### src/rtl/b10_stim_sequencer.sv
// Opcode player feeding the b10 voting core; optional response MISR
// compiled in with SIG_MISR_EN, otherwise signature is tied to zero.
module b10_stim_sequencer #(
    parameter int DEPTH = 11,
    parameter int AW    = 4
) (
    input  logic          clock,
    input  logic          reset,
    input  logic          load_en,
    input  logic [AW-1:0] load_addr,
    input  logic [11:0]   load_data,
    input  logic          run,
    input  logic          stop,
    input  logic          loop_en,
    input  logic [AW-1:0] length,
    output logic          busy,
    output logic          done,
    output logic [AW-1:0] pc,
    output logic          r_button,
    output logic          g_button,
    output logic          key,
    output logic          start,
    output logic          test,
    output logic          rts,
    output logic          rtr,
    output logic          obs,
    output logic [3:0]    v_in,
    input  logic [3:0]    v_out_in,
    input  logic          cts_in,
    input  logic          ctr_in,
    output logic [15:0]   signature
);

    typedef enum logic [1:0] {
        IDLE,
        PLAY,
        DONE
    } state_t;

    state_t        state_q, state_d;
    logic          start_q, start_d;
    logic [AW-1:0] len_q, len_d;
    logic [AW-1:0] pc_q, pc_d;
    logic [11:0]   op_q, op_d;
    logic [11:0]   mem_q [DEPTH];
    logic [AW-1:0] len_clip;
    logic [AW-1:0] pc_inc;
    logic          wr_en;
    logic          sig_clr;
    logic          sig_upd;

    // start_q marks the fetch cycle between the accepting edge and entry 0
    always_comb begin
        state_d  = state_q;
        start_d  = start_q;
        len_d    = len_q;
        pc_d     = pc_q;
        op_d     = op_q;
        wr_en    = 1'b0;
        sig_clr  = 1'b0;
        sig_upd  = 1'b0;
        pc_inc   = pc_q + AW'(1);
        len_clip = (length > AW'(DEPTH)) ? AW'(DEPTH) : length;
        unique case (state_q)
            IDLE: begin
                op_d = '0;
                pc_d = '0;
                if (start_q) begin
                    start_d = 1'b0;
                    if (len_q == '0) begin
                        state_d = DONE;
                    end else begin
                        state_d = PLAY;
                        op_d    = mem_q[0];
                    end
                end else if (run) begin
                    start_d = 1'b1;
                    len_d   = len_clip;
                    sig_clr = 1'b1;
                end else if (load_en && (load_addr < AW'(DEPTH))) begin
                    wr_en = 1'b1;
                end
            end
            PLAY: begin
                if (stop) begin
                    state_d = IDLE;
                    op_d    = '0;
                    pc_d    = '0;
                end else begin
                    sig_upd = 1'b1;
                    if (pc_q < len_q - AW'(1)) begin
                        pc_d = pc_inc;
                        op_d = mem_q[pc_inc];
                    end else if (loop_en) begin
                        pc_d = '0;
                        op_d = mem_q[0];
                    end else begin
                        state_d = DONE;
                        pc_d    = '0;
                        op_d    = '0;
                    end
                end
            end
            DONE: begin
                state_d = IDLE;
                pc_d    = '0;
                op_d    = '0;
            end
            default: begin
                state_d = IDLE;
                start_d = 1'b0;
                pc_d    = '0;
                op_d    = '0;
            end
        endcase
    end

    always_ff @(posedge clock) begin
        if (reset) begin
            state_q <= IDLE;
            start_q <= 1'b0;
            len_q   <= '0;
            pc_q    <= '0;
            op_q    <= '0;
        end else begin
            state_q <= state_d;
            start_q <= start_d;
            len_q   <= len_d;
            pc_q    <= pc_d;
            op_q    <= op_d;
        end
    end

    // Opcode store deliberately survives reset
    always_ff @(posedge clock) begin
        if (wr_en) begin
            mem_q[load_addr] <= load_data;
        end
    end

    assign busy     = (state_q == PLAY);
    assign done     = (state_q == DONE);
    assign pc       = pc_q;
    assign r_button = op_q[0];
    assign g_button = op_q[1];
    assign key      = op_q[2];
    assign start    = op_q[3];
    assign test     = op_q[4];
    assign rts      = op_q[5];
    assign rtr      = op_q[6];
    assign v_in     = op_q[10:7];
    assign obs      = op_q[11];

`ifdef SIG_MISR_EN
    logic [15:0] sig_q, sig_d;

    always_comb begin
        sig_d = sig_q;
        if (sig_clr) begin
            sig_d = '0;
        end else if (sig_upd) begin
            sig_d = {sig_q[14:0], 1'b0}
                  ^ (sig_q[15] ? 16'h1021 : 16'h0000)
                  ^ {10'b0, ctr_in, cts_in, v_out_in};
        end
    end

    always_ff @(posedge clock) begin
        if (reset) begin
            sig_q <= '0;
        end else begin
            sig_q <= sig_d;
        end
    end

    assign signature = sig_q;
`else
    logic unused_resp;
    assign unused_resp = ^{sig_clr, sig_upd, v_out_in, cts_in, ctr_in};
    assign signature   = 16'h0000;
`endif

endmodule

### config.mk
export PLATFORM = sky130hd
export DESIGN_NAME = b10_stim_sequencer
export DESIGN_NICKNAME = d
export VERILOG_FILES = /design/src/rtl/b10_stim_sequencer.sv
export SDC_FILE = /design/constraint.sdc
export NUM_CORES = 1
export LEC_CHECK = 0
export BUFFER_PORTS_ARGS = -buffer_cell sky130_fd_sc_hd__buf_2
export CORE_AREA = 4 4 135 169
export CTS_CLUSTER_SIZE = 16
export DETAILED_ROUTE_END_ITERATION = 10
export DIE_AREA = 0 0 139 173
export GPL_ROUTABILITY_DRIVEN = 1
export PLACE_DENSITY = 0.42
export RECOVER_POWER = 100
export SKIP_LAST_GASP = 1
export SLEW_MARGIN = 20
export SYNTH_ARGS = -nofsm -noshare
export SYNTH_HDL_FRONTEND = slang
export SYNTH_SLANG_ARGS = --single-unit
### constraint.sdc
create_clock -name clock -period 3.3 [get_ports clock]
set_input_delay 0.495 -clock clock [delete_from_list [all_inputs] [get_ports clock]]
set_output_delay 0.495 -clock clock [all_outputs]
set_load 0.01 [all_outputs]
==> results of run 1 <==
## state kept, by name, indices dropped and copies added, names as in the netlist
signal and flops:
op_q 12, state_q 2, len_q 4, mem_q 132, pc 4, start_q 1
## power by group through the flow
stage / Sequential (W) / Combinational [W] / Clock, W
floorplan: 0.00225 / 0.000268 / 0
global placement: 0.00225 / 0.000395 / 0
detailed placement: 0.00225 / 0.000398 / 0
CTS: 0.00221 / 0.000400 / 0.00208
global route: 0.00222 / 0.000421 / 0.00216
finish: 0.00221 / 0.000378 / 0.00202
## metrics by stage
step / area, µm² / instances / hold WS [ns] / total power, W
2_1_floorplan: 6320 / 377 / 0.470 / 0.00252
3_3_place_gp: 6890 / 693 / 0.499 / 0.00265
3_5_place_dp: 6890 / 693 / 0.502 / 0.00265
4_1_cts: 7510 / 725 / 0.338 / 0.00469
5_1_grt: 7390 / 725 / 0.356 / 0.00479
6_report: 7390 / 725 / 0.360 / 0.00461
## worst paths after layout
kind              startpoint    endpoint  slack (ns)
hold / removal         reset     start_q        0.36
setup / recovery    len_q[0]     op_q[9]        0.49
hold reg to reg   state_q[1]  state_q[1]        0.51
setup reg to reg    len_q[0]     op_q[9]        0.49
## cells in the mapped netlist, drive strengths merged
library cell / instances
ha: 8
inv: 8
mux4: 24
conb: 1
nand3b: 1
a211oi: 2
nor2: 15
a22oi: 1
mux2i: 26
nand2b: 4
nor3: 6
nand2: 16
dfxtp: 23
nand4bb: 1
and3: 1
edfxtp: 132
clkbuf: 4
a21oi: 5
o2bb2ai: 1
nand3: 2
o32ai: 1
a32o: 1
nor2b: 1
a221oi: 1
xor2: 1
xnor2: 3
or3b: 1
nor4: 12
nor3b: 4
or3: 1
buf: 28
a221o: 12
o21ai: 15
## critical path, cell delays in order (launching register included)
cell and delay (ns):
sky130_fd_sc_hd__dfxtp_1 0.37, sky130_fd_sc_hd__inv_1 0.06, sky130_fd_sc_hd__ha_1 0.21, sky130_fd_sc_hd__xnor2_1 0.16, sky130_fd_sc_hd__ha_1 0.25, sky130_fd_sc_hd__o21ai_0 0.27
sky130_fd_sc_hd__a22oi_2 0.11, sky130_fd_sc_hd__nor3b_2 0.62, sky130_fd_sc_hd__clkbuf_1 0.42, sky130_fd_sc_hd__a221o_1 0.26
## final cells by class
| class | count | area share |
|---|---|---|
| timing repair buffer | 69 | 0.0417 |
| sequential | 155 | 0.599 |
| tap | 279 | 0.0472 |
| clock inverter | 12 | 0.0222 |
| clock buffer | 20 | 0.0618 |
| inverter | 8 | 0.00406 |
| multi-input combinational | 182 | 0.224 |
## cells by family (layout without fill, tap and decap cells)
kind of cell / count (synthesis) / in the layout / synth area share
AO/OA/AOI/OAI: 39 / 39 / 0.0453
XOR/XNOR: 4 / 4 / 0.00679
flip-flops: 155 / 155 / 0.706
other: 1 / 16 / 0.000598
adder cells (fa/ha/maj): 8 / 8 / 0.0160
buffers and inverters: 40 / 109 / 0.0393
multiplexers: 50 / 50 / 0.131
AND/OR/NAND/NOR: 65 / 65 / 0.0547
## layer usage
layer / part of all wire / global-route usage / up-vias
met5: 0 / 0 / -
met4: 0.021 / 0.0498 / 0
met3: 0.039 / 0.0266 / 15
met2: 0.49 / 0.204 / 88
met1: 0.45 / 0.155 / 1709
li1: - / - / 1558
==> impl_results.md, run 1 <==
- Number of nets in the finished design: 473
- Total wire length: about 14000 µm
- Critical path class: reg2reg
- Signal arrival time at the worst endpoint: approximately 3.2 ns
- Commonest non-fill, non-tap cells in the layout: sky130_fd_sc_hd__edfxtp_1 (132), sky130_fd_sc_hd__clkbuf_1 (47), sky130_fd_sc_hd__mux2i_1 (26)
- Congestion Overflow GR: 0
- Number of H-tree levels: 4
- Slew at the pin with the worst max-slew slack: 1.32 ns
- Startpoint type of the worst setup path: flop
- Number of buffers added to fix hold violations after cts: 0
- Wire length of the first global-routing pass: 21500 µm
- Dominant cell type by area after synthesis: sky130_fd_sc_hd__edfxtp_1
- Seq/Total Area, Yosys: 0.706
- Antenna violations before repair: 0
- Resized cells post-CTS: 0
- Setup WS post-layout: between 0.4 and 0.5 ns
- Setup skew after layout: a little under 0.008 ns
- Count of final max-slew check failures: 0
- Peak supply drop: 340 µV
- Number of buffer cells added on primary ports: 43
- TritonCTS clock tree: yes
- Total CTS buffers: 17
- Switching share of power: 0.226
- Proportion of power drawn by combinational gates: 0.082
- Power share of the sequential group: 0.480
- Wire length per cell: 19.7 µm
- Overall fraction of global-route tracks in use: 0.122
- Clock-pin slew on the worst setup and hold paths: approximately 0.060 ns
- Placement row count: 60
- DRC marker count from the first detailed-route iteration: 249
- Core Footprint: between 20000 and 25000 µm²
- Post-detailed-route via-to-cell ratio: 4.65
- Net Switching: ~0.0010 W
- Root buffer selected by CTS: sky130_fd_sc_hd__clkbuf_16
- Portion of synthesized cell area occupied by the leading cell type: 0.632
- Period Utilization, post-route: 0.851
- Setup TNS after final layout: 0 ns
- Number of unique standard cell types used by synthesis: 40
- Netlist area before placement: 6270 µm²
- Number of cells on the worst reg-to-reg path: 9
- Count of cells along the worst hold path: 2
- Maximum number of pins on one net before global-route repair: 23
- Worst-path fanout max: 7
- Max-cap violation count: 0
- Die W: 139 µm
- Total Die Area: 24000 µm²
- TritonCTS Sinks: around 160
- Worst setup EP type: flop
- Buffer depth of the longest clock path: 2
- Pre-CTS worst setup slack: 0.633 ns
- Syn avg cell area: 17.3 µm²
- Commonest non-fill, non-tap cell in the layout: sky130_fd_sc_hd__edfxtp_1
- Die Span Y: between 150 and 200 µm
- Post-synthesis to final-layout area growth: 17.9%
- Worst-skew pair later-pin latency: 0.42 ns
- Count of final hold-check violations: 0
- Synth Register Bits: ~160
- Setup repair after global routing missed its margin: false
- Status: complete, no violations
- Max frequency: 356 MHz
- Data required time at the worst endpoint: roughly 3.7 ns
- Power Internal: 0.00357 W
- Drt first pass iters: 5
- Worst slew slack as a fraction of its limit: 0.117
- Total power divided by cell area: 624 nW/µm²
- Sequential cell area: 4430 µm²
- Weighted congestion reported at the end of routability-driven placement: 0.733
- Final-report setup violation count: 0
- Top cells by area, synth: sky130_fd_sc_hd__edfxtp_1 (63%), sky130_fd_sc_hd__dfxtp_1 (7.3%), sky130_fd_sc_hd__mux4_2 (6.5%), sky130_fd_sc_hd__mux2i_1 (4.2%), sky130_fd_sc_hd__mux4_1 (2.5%)
- Layout fillers: between 2000 and 2500
- Lkg Pwr: 2.32 nW
- Time the worst path needs with I/O delays and setup: 2.81 ns
- Number of global-route vias before repair: 3570
- Post-Synthesis Cells: 362
- Fraction of final layout cells with drive strength greater than 1: 0.173
- Inserted Diodes: 0
- Min-delay worst type: in2reg
- Utilization of the core after routing: 0.347
- Num ports: 66
- Detailed placement HPWL: 8880 µm
- Initial cell density of the core: 0.294
- Routed Antenna Nets: 0
- Footprint of the multi-input gates: 1660 µm²
- Ys Warns: 0
- Total number of vias: approximately 3400
- Number of DRC violations after detailed routing: 0
- Share of power burned in the clock network: 0.438
- Post-CTS Setup Inserts: 0
No activity file was read; power rests on OpenSTA's default activity.
==> run 2, diff against run 1 <==
--- a/config.mk
+++ b/config.mk
@@ -5,12 +5,14 @@
 export SDC_FILE = /design/constraint.sdc
 export NUM_CORES = 1
 export LEC_CHECK = 0
+export ABC_AREA = 1
 export BUFFER_PORTS_ARGS = -buffer_cell sky130_fd_sc_hd__buf_2
-export CORE_AREA = 4 4 135 169
+export CORE_AREA = 4 4 139 174
 export CTS_CLUSTER_SIZE = 16
 export DETAILED_ROUTE_END_ITERATION = 10
-export DIE_AREA = 0 0 139 173
+export DIE_AREA = 0 0 143 178
 export GPL_ROUTABILITY_DRIVEN = 1
+export HOLD_SLACK_MARGIN = 0.1
 export PLACE_DENSITY = 0.42
 export RECOVER_POWER = 100
 export SKIP_LAST_GASP = 1
==> run 2 against run 1 <==
  * Routed wire length increased by 20%
  * Utilization decreased by 0.65 points
  * Clock skew about the same
  * Combinational power increased by 91%
  * Cell count increased by 35%
  * Fmax increased by 2.0%
  * Register-to-register slack improved by 0.05 ns
  * First-iteration DRC count increased by 29%
  * Worst hold slack got worse by 0.046 ns
  * Critical endpoint is now mem_q[8][8]
  * Largest power group unchanged
==> impl_results.md, run 2 <==
- Status: complete, no violations
- Biggest register: mem_q
- Die Span Y: 178 µm (+2.9%)
- Largest registers in the final layout: mem_q x132, op_q x12
- Period Utilization, post-route: 0.835 (-0.0167)
- TritonCTS Sinks: 155 (unchanged)
- Wire length of the first global-routing pass: 26700 µm (+24%)
- Num ports: 66 (unchanged)
- Top cells by area, synth: sky130_fd_sc_hd__edfxtp_1 (59%), sky130_fd_sc_hd__nand2_1 (11%), sky130_fd_sc_hd__dfxtp_1 (6.9%), sky130_fd_sc_hd__nand3_1 (6.7%), sky130_fd_sc_hd__nor2_1 (2.8%)
- Startpoint type of the worst setup path: flop
- Slew at the pin with the worst max-slew slack: 0.960 ns (-0.364 ns)
- Clock-pin slew on the worst setup and hold paths: 0.06 ns (about the same)
- Ys Warns: 0 (unchanged)
- Worst-skew pair later-pin latency: 0.42 ns (about the same)
- TritonCTS clock tree: yes
- Layout fillers: 2276 (+8.7%)
- Number of DRC violations after detailed routing: 0 (unchanged)
- Time the worst path needs with I/O delays and setup: 2.75 ns (-0.0550 ns)
- Setup repair after global routing missed its margin: false
- Lkg Pwr: 2.81 nW (+21%)
- Overall fraction of global-route tracks in use: 0.140 (+0.0182)
- Max-cap violation count: 0 (unchanged)
- Max reg flops: 132 (unchanged)
- Number of buffer cells added on primary ports: 43 (unchanged)
- Core Footprint: 22400 µm² (+4.9%)
- Final-report setup violation count: 0 (unchanged)
- Netlist area before placement: 6670 µm² (+6.5%)
- Total power divided by cell area: 624 nW/µm² (about the same)
- Root buffer selected by CTS: sky130_fd_sc_hd__clkbuf_16
- Post-CTS Setup Inserts: 0 (unchanged)
- DRC marker count from the first detailed-route iteration: 322 (+29%)
- Congestion Overflow GR: 0 (unchanged)
- Post-Synthesis Cells: 634 (+75%)
- Total number of vias: 4634 (+38%)
- Total wire length: 17100 µm (+20%)
- Detailed placement HPWL: 11100 µm (+25%)
- Min-delay worst type: in2reg
- Worst setup EP type: flop
- Worst-path fanout max: 7 (unchanged)
- Syn avg cell area: 10.5 µm² (-39%)
- Number of H-tree levels: 4 (unchanged)
- Weighted congestion reported at the end of routability-driven placement: 0.822 (+12%)
- Dominant cell type by area after synthesis: sky130_fd_sc_hd__edfxtp_1
- Initial cell density of the core: 0.298 (+0.00448)
- Count of final hold-check violations: 0 (unchanged)
- Total CTS buffers: 17 (unchanged)
- Number of global-route vias before repair: 4609 (+29%)
- Portion of synthesized cell area occupied by the leading cell type: 0.594 (-0.0385)
- Post-synthesis to final-layout area growth: 13.9%
- Synth Register Bits: 155 (unchanged)
- Setup WS post-layout: 0.545 ns (+0.0550 ns)
- Seq/Total Area, Yosys: 0.663 (-0.0430)
- Wire length per cell: 17.5 µm (-11%)
- Utilization of the core after routing: 0.340 (-0.00653)
- Antenna violations before repair: 0 (unchanged)
- Most used DFF post-synth: sky130_fd_sc_hd__edfxtp_1
- Peak supply drop: 362 µV (+6.6%)
- Post-detailed-route via-to-cell ratio: 4.73 (+1.7%)
- Cell with the most instances after synthesis: sky130_fd_sc_hd__nand2_1
- Critical path class: reg2reg
- Async SR Flop Fraction: 0 (unchanged)
- Inserted Diodes: 0 (unchanged)
- Die W: 143 µm (+2.9%)
- List of most frequent post-synthesis cells: sky130_fd_sc_hd__nand2_1 (197), sky130_fd_sc_hd__edfxtp_1 (132), sky130_fd_sc_hd__nand3_1 (90), sky130_fd_sc_hd__nor2_1 (50)
- Signal arrival time at the worst endpoint: 2.83 ns (-0.33 ns)
- Routed Antenna Nets: 0 (unchanged)
- Data required time at the worst endpoint: 3.38 ns (-0.27 ns)
- Placement row count: 61 (+1.7%)
- Fraction of final layout cells with drive strength greater than 1: 0.0861 (-0.0866)
- Setup skew after layout: 0.00780 ns (-0.0000589 ns)
- Setup TNS after final layout: 0 ns (unchanged)
- Resized cells post-CTS: 0 (unchanged)
- Fin Hold WS: 0.314 ns (-0.0463 ns)
- Drt first pass iters: 5 (unchanged)
- Worst slew slack as a fraction of its limit: 0.360 (+0.243)
- Count of final max-slew check failures: 0 (unchanged)
- Maximum number of pins on one net before global-route repair: 50 (+120%)
- Pre-CTS worst setup slack: 0.671 ns (+0.0376 ns)
- Count of flip-flops with a built-in enable after synthesis: 132 (unchanged)
- Max frequency: 363 MHz (+2.0%)
- Total Die Area: 25500 µm² (+5.9%)
- Commonest non-fill, non-tap cell in the layout: sky130_fd_sc_hd__nand2_1
- Number of buffers added to fix hold violations after cts: 0 (unchanged)
- Buffer depth of the longest clock path: 2 (unchanged)
- Number of nets in the finished design: 724 (+53%)
- Commonest non-fill, non-tap cells in the layout: sky130_fd_sc_hd__nand2_1 (197), sky130_fd_sc_hd__edfxtp_1 (132), sky130_fd_sc_hd__nand3_1 (91)
- Number of unique standard cell types used by synthesis: 29 (-28%)
run 2: cell types whose count changed in the layout (fill, tap and decap cells not counted), sizes merged, moves of 19 or more:
cell | previous run | this run
nand2 | 16 | 199
nand3 | 2 | 93
inv | 10 | 30
nor2 | 15 | 51
a21oi | 5 | 24
mux2i | 26 | 0
mux4 | 24 | 0
run 2: stage by stage:
| stage | cells | power, W | cell area (µm²) |
|---|---|---|---|
| floorplan | 649 | 0.00279 | 6730 |
| global placement | 948 | 0.00300 | 7170 |
| detailed placement | 948 | 0.00302 | 7170 |
| CTS | 980 | 0.00482 | 7710 |
| global route | 980 | 0.00499 | 7600 |
| finish | 980 | 0.00474 | 7600 |
run 2: final cells by class:
cell class / count / area (µm²) / share of cell area
Sequential cell: 155 / 4420 / 0.582
Clock inverter: 14 / 110 / 0.0145
Tap cell: 283 / 354 / 0.0466
Timing Repair Buffer: 61 / 278 / 0.0365
Inverter: 23 / 88.8 / 0.0117
Clock buffer: 18 / 429 / 0.0564
Multi-Input combinational cell: 426 / 1920 / 0.252
run 2: power breakdown:
group | switching (W) | internal, W | leakage (nW) | total, W
Sequential | 0.0000387 | 0.00219 | 1.37 | 0.00223
Combinational | 0.000500 | 0.000223 | 1.17 | 0.000723
Clock | 0.000815 | 0.000978 | 0.272 | 0.00179
run 2: worst paths after layout:
path              start          end  slack (ns)  cells after the start
min reg2reg  state_q[0]   state_q[0]        0.50                      2
min               reset      start_q        0.31                      2
max          state_q[0]  mem_q[8][8]        0.55                      9
max reg2reg  state_q[0]  mem_q[8][8]        0.55                      9
run 2: logic make-up (layout without fill, tap and decap cells):
logic type / after synthesis / count (layout) / synth area share
simple gates: 346 / 346 / 0.217
flops: 155 / 155 / 0.663
buf+inv: 68 / 116 / 0.0568
compound gates: 52 / 52 / 0.0399
fa+ha+maj: 8 / 8 / 0.0150
xor+xnor: 4 / 4 / 0.00750
other cells: 1 / 16 / 0.000562
run 2: per-layer routing:
metal | share of wire | wire length [µm] | GRT usage
met5 | 0 | 0 | 0
met4 | 0.012 | 197 | 0.0432
met1 | 0.44 | 7540 | 0.181
met2 | 0.49 | 8450 | 0.238
met3 | 0.055 | 939 | 0.0290
run 2: critical path, cell delays in order (launching register included):
cell and delay (ns):
sky130_fd_sc_hd__dfxtp_1 0.33, sky130_fd_sc_hd__inv_1 0.08, sky130_fd_sc_hd__ha_1 0.19, sky130_fd_sc_hd__inv_1 0.08, sky130_fd_sc_hd__nor2_1 0.12, sky130_fd_sc_hd__nand3_1 0.24
sky130_fd_sc_hd__nor2_1 0.24, sky130_fd_sc_hd__nand2_1 0.12, sky130_fd_sc_hd__nor2_1 0.59, sky130_fd_sc_hd__clkbuf_1 0.41
==> run 3, diff against run 2 <==
==> constraint.sdc (replaced) <==
create_clock -name clock -period 2.85 [get_ports clock]
set_input_delay 0.4275 -clock clock [delete_from_list [all_inputs] [get_ports clock]]
set_output_delay 0.4275 -clock clock [all_outputs]
set_load 0.01 [all_outputs]
==> run 3 against run 2 <==
  * Fmax up 7.7%
  * Highest routed layer unchanged
  * Via count is 2.5% lower
  * Clock skew is 0.0038 ns higher
  * Non-clock buffer count increased by 1
  * Sequential share of layout area down 0.71 points
  * Largest power group unchanged
==> impl_results.md, run 3 (synthesis results as in run 2) <==
- Status: complete, no violations
- Setup repair after global routing missed its margin: false
- Critical path class: reg2reg
- Total Die Area: 25500 µm² (unchanged)
- Wire length of the first global-routing pass: 25700 µm (-3.7%)
- Die Span Y: 178 µm (unchanged)
- Initial cell density of the core: 0.298 (unchanged)
- Lkg Pwr: 2.88 nW (+2.2%)
- Number of cells on the worst reg-to-reg path: 7 (-2)
- R2R Path End: mem_q[7][4]
- Utilization of the core after routing: 0.344 (+0.00420)
- Largest registers in the final layout: mem_q x132, op_q x12
- Count of cells along the worst hold path: 2 (unchanged)
- Footprint of the multi-input gates: 1920 µm² (+0.26%)
- Buffer depth of the longest clock path: 2 (unchanged)
- Fraction of final layout cells with drive strength greater than 1: 0.100 (+0.0142)
- Hold_sp: reset
- Ordered cell list for the critical path: inv_1 -> ha_1 -> inv_1 -> nor2_1 -> nand3_1 -> nor3_1 -> clkbuf_1
- Min-delay worst type: in2reg
- TritonCTS clock tree: yes
- Largest stage delay on the critical path: 0.78 ns (+0.19 ns)
- TritonCTS Sinks: 155 (unchanged)
- Setup skew after layout: 0.0116 ns (+0.00376 ns)
- Clock-pin slew on the worst setup and hold paths: 0.06 ns (about the same)
- Layout fillers: 2224 (-2.3%)
- Placement row count: 61 (unchanged)
- Total wire length: 16900 µm (-1.1%)
- Max frequency: 391 MHz (+7.7%)
- Num ports: 66 (unchanged)
- Worst setup EP type: flop
- Congestion Overflow GR: 0 (unchanged)
- Resized cells post-CTS: 0 (unchanged)
- Wire length per cell: 17.3 µm (-1.2%)
- Number of buffers added to fix hold violations after cts: 0 (unchanged)
- Routed Antenna Nets: 0 (unchanged)
- Max-cap violation count: 0 (unchanged)
- Die W: 143 µm (unchanged)
- Detailed placement HPWL: 10500 µm (-5.0%)
- Drt first pass iters: 5 (unchanged)
- Number of buffer cells added on primary ports: 43 (unchanged)
- Number of H-tree levels: 4 (unchanged)
- Slowest stage cell on the critical path: sky130_fd_sc_hd__clkbuf_1
- Count of final hold-check violations: 0 (unchanged)
- Biggest register: mem_q
- Startpoint type of the worst setup path: flop
- Overall fraction of global-route tracks in use: 0.137 (-0.00325)
- Maximum number of pins on one net before global-route repair: 62 (+24%)
- Total number of vias: 4520 (-2.5%)
- Core Footprint: 22400 µm² (unchanged)
- Total CTS buffers: 17 (unchanged)
- Root buffer selected by CTS: sky130_fd_sc_hd__clkbuf_16
- Time the worst path needs with I/O delays and setup: 2.56 ns (-0.196 ns)
- Setup TNS after final layout: 0 ns (unchanged)
- Count of final max-slew check failures: 0 (unchanged)
- Worst-skew pair later-pin latency: 0.43 ns (about the same)
- Most repeated library cell on the critical path: sky130_fd_sc_hd__inv_1
- Number of nets in the finished design: 725 (+0.14%)
- Number of global-route vias before repair: 4373 (-5.1%)
- R2r setup slk: 0.29 ns (-0.25 ns)
- Inserted Diodes: 0 (unchanged)
- Antenna violations before repair: 0 (unchanged)
- Final-report setup violation count: 0 (unchanged)
- Startpoint of the most critical register-to-register path: state_q[1]
- Weighted congestion reported at the end of routability-driven placement: 0.839 (+2.0%)
- Data required time at the worst endpoint: 2.89 ns (-0.49 ns)
- Post-CTS Setup Inserts: 0 (unchanged)
- Worst-path fanout max: 12 (+5)
- Period Utilization, post-route: 0.898 (+0.0630)
- Post-detailed-route via-to-cell ratio: 4.61 (-2.6%)
- Commonest non-fill, non-tap cells in the layout: sky130_fd_sc_hd__nand2_1 (197), sky130_fd_sc_hd__edfxtp_1 (132), sky130_fd_sc_hd__nand3_1 (91)
- Worst Hold Path EP: start_q
- Max reg flops: 132 (unchanged)
- Worst slew slack as a fraction of its limit: 0.324 (-0.0353)
- Slew at the pin with the worst max-slew slack: 1.01 ns (+0.0529 ns)
- Commonest non-fill, non-tap cell in the layout: sky130_fd_sc_hd__nand2_1
- Total power divided by cell area: 749 nW/µm² (+20%)
- Signal arrival time at the worst endpoint: 2.60 ns (-0.23 ns)
- Post-synthesis to final-layout area growth: 15.3%
- Sequential cell area: 4420 µm² (unchanged)
- Number of DRC violations after detailed routing: 0 (unchanged)
- DRC marker count from the first detailed-route iteration: 287 (-11%)
- Peak supply drop: 442 µV (+22%)
[run 3: cell count changes in the layout (fill, tap and decap cells not counted), moves of 2 or more]
cell                         previous run  this run
sky130_fd_sc_hd__clkbuf_1              43        34
sky130_fd_sc_hd__clkbuf_2               0         8
sky130_fd_sc_hd__inv_6                  6         0
sky130_fd_sc_hd__bufinv_16              0         4
sky130_fd_sc_hd__buf_4                  4         6
sky130_fd_sc_hd__clkinv_2               4         6
sky130_fd_sc_hd__clkinv_4               3         1
sky130_fd_sc_hd__clkinvlp_4             0         2
[run 3: worst max-delay path, delay by kind of cell (launching register included)]
family	cells	cell delay [ns]
and+or+nand+nor	3	0.68
DFF	1	0.32
buffers and inverters	3	0.95
adders and majority gates	1	0.21
[run 3: power breakdown]
| part | switching (W) | internal (W) |
|---|---|---|
| clock | 0.000888 | 0.00145 |
| sequential | 0.0000407 | 0.00253 |
| combinational | 0.000587 | 0.000263 |
[run 3: layer usage]
layer,part of all wire,GRT usage
met1,0.45,0.178
met2,0.49,0.230
met3,0.045,0.0287
met4,0.012,0.0436
met5,0,0
[run 3: area by class of cell]
class	count	area share
flip-flops and latches	155	0.575
multi-input cells	426	0.250
clock buffers	18	0.0558
well taps	283	0.0460
repair buffers	62	0.0388
clock inverters	14	0.0231
inverters	23	0.0115
[run 3: how the worst max path moves through the flow]
stage / from / endpoint / slack, ns / depth (start not counted)
3_3_place_gp: len_q[2] / op_q[5] / 0.60 / 9
4_1_cts: len_q[0] / op_q[5] / 0.53 / 9
6_report: state_q[1] / mem_q[7][4] / 0.29 / 7
3_5_place_dp: len_q[0] / op_q[5] / 0.55 / 9
5_1_grt: state_q[1] / mem_q[7][11] / 0.19 / 7
2_1_floorplan: state_q[0] / mem_q[7][0] / 0.75 / 6
[run 3: through the flow]
stage / power [W] / setup WS [ns] / hold WS (ns) / cell area, µm² / std cells
finish: 0.00576 / 0.291 / 0.252 / 7700 / 981
CTS: 0.00583 / 0.531 / 0.241 / 7780 / 981
global placement: 0.00347 / 0.600 / 0.477 / 7180 / 949
detailed placement: 0.00350 / 0.554 / 0.500 / 7180 / 949
global route: 0.00603 / 0.192 / 0.269 / 7700 / 981
floorplan: 0.00323 / 0.752 / 0.451 / 6730 / 649
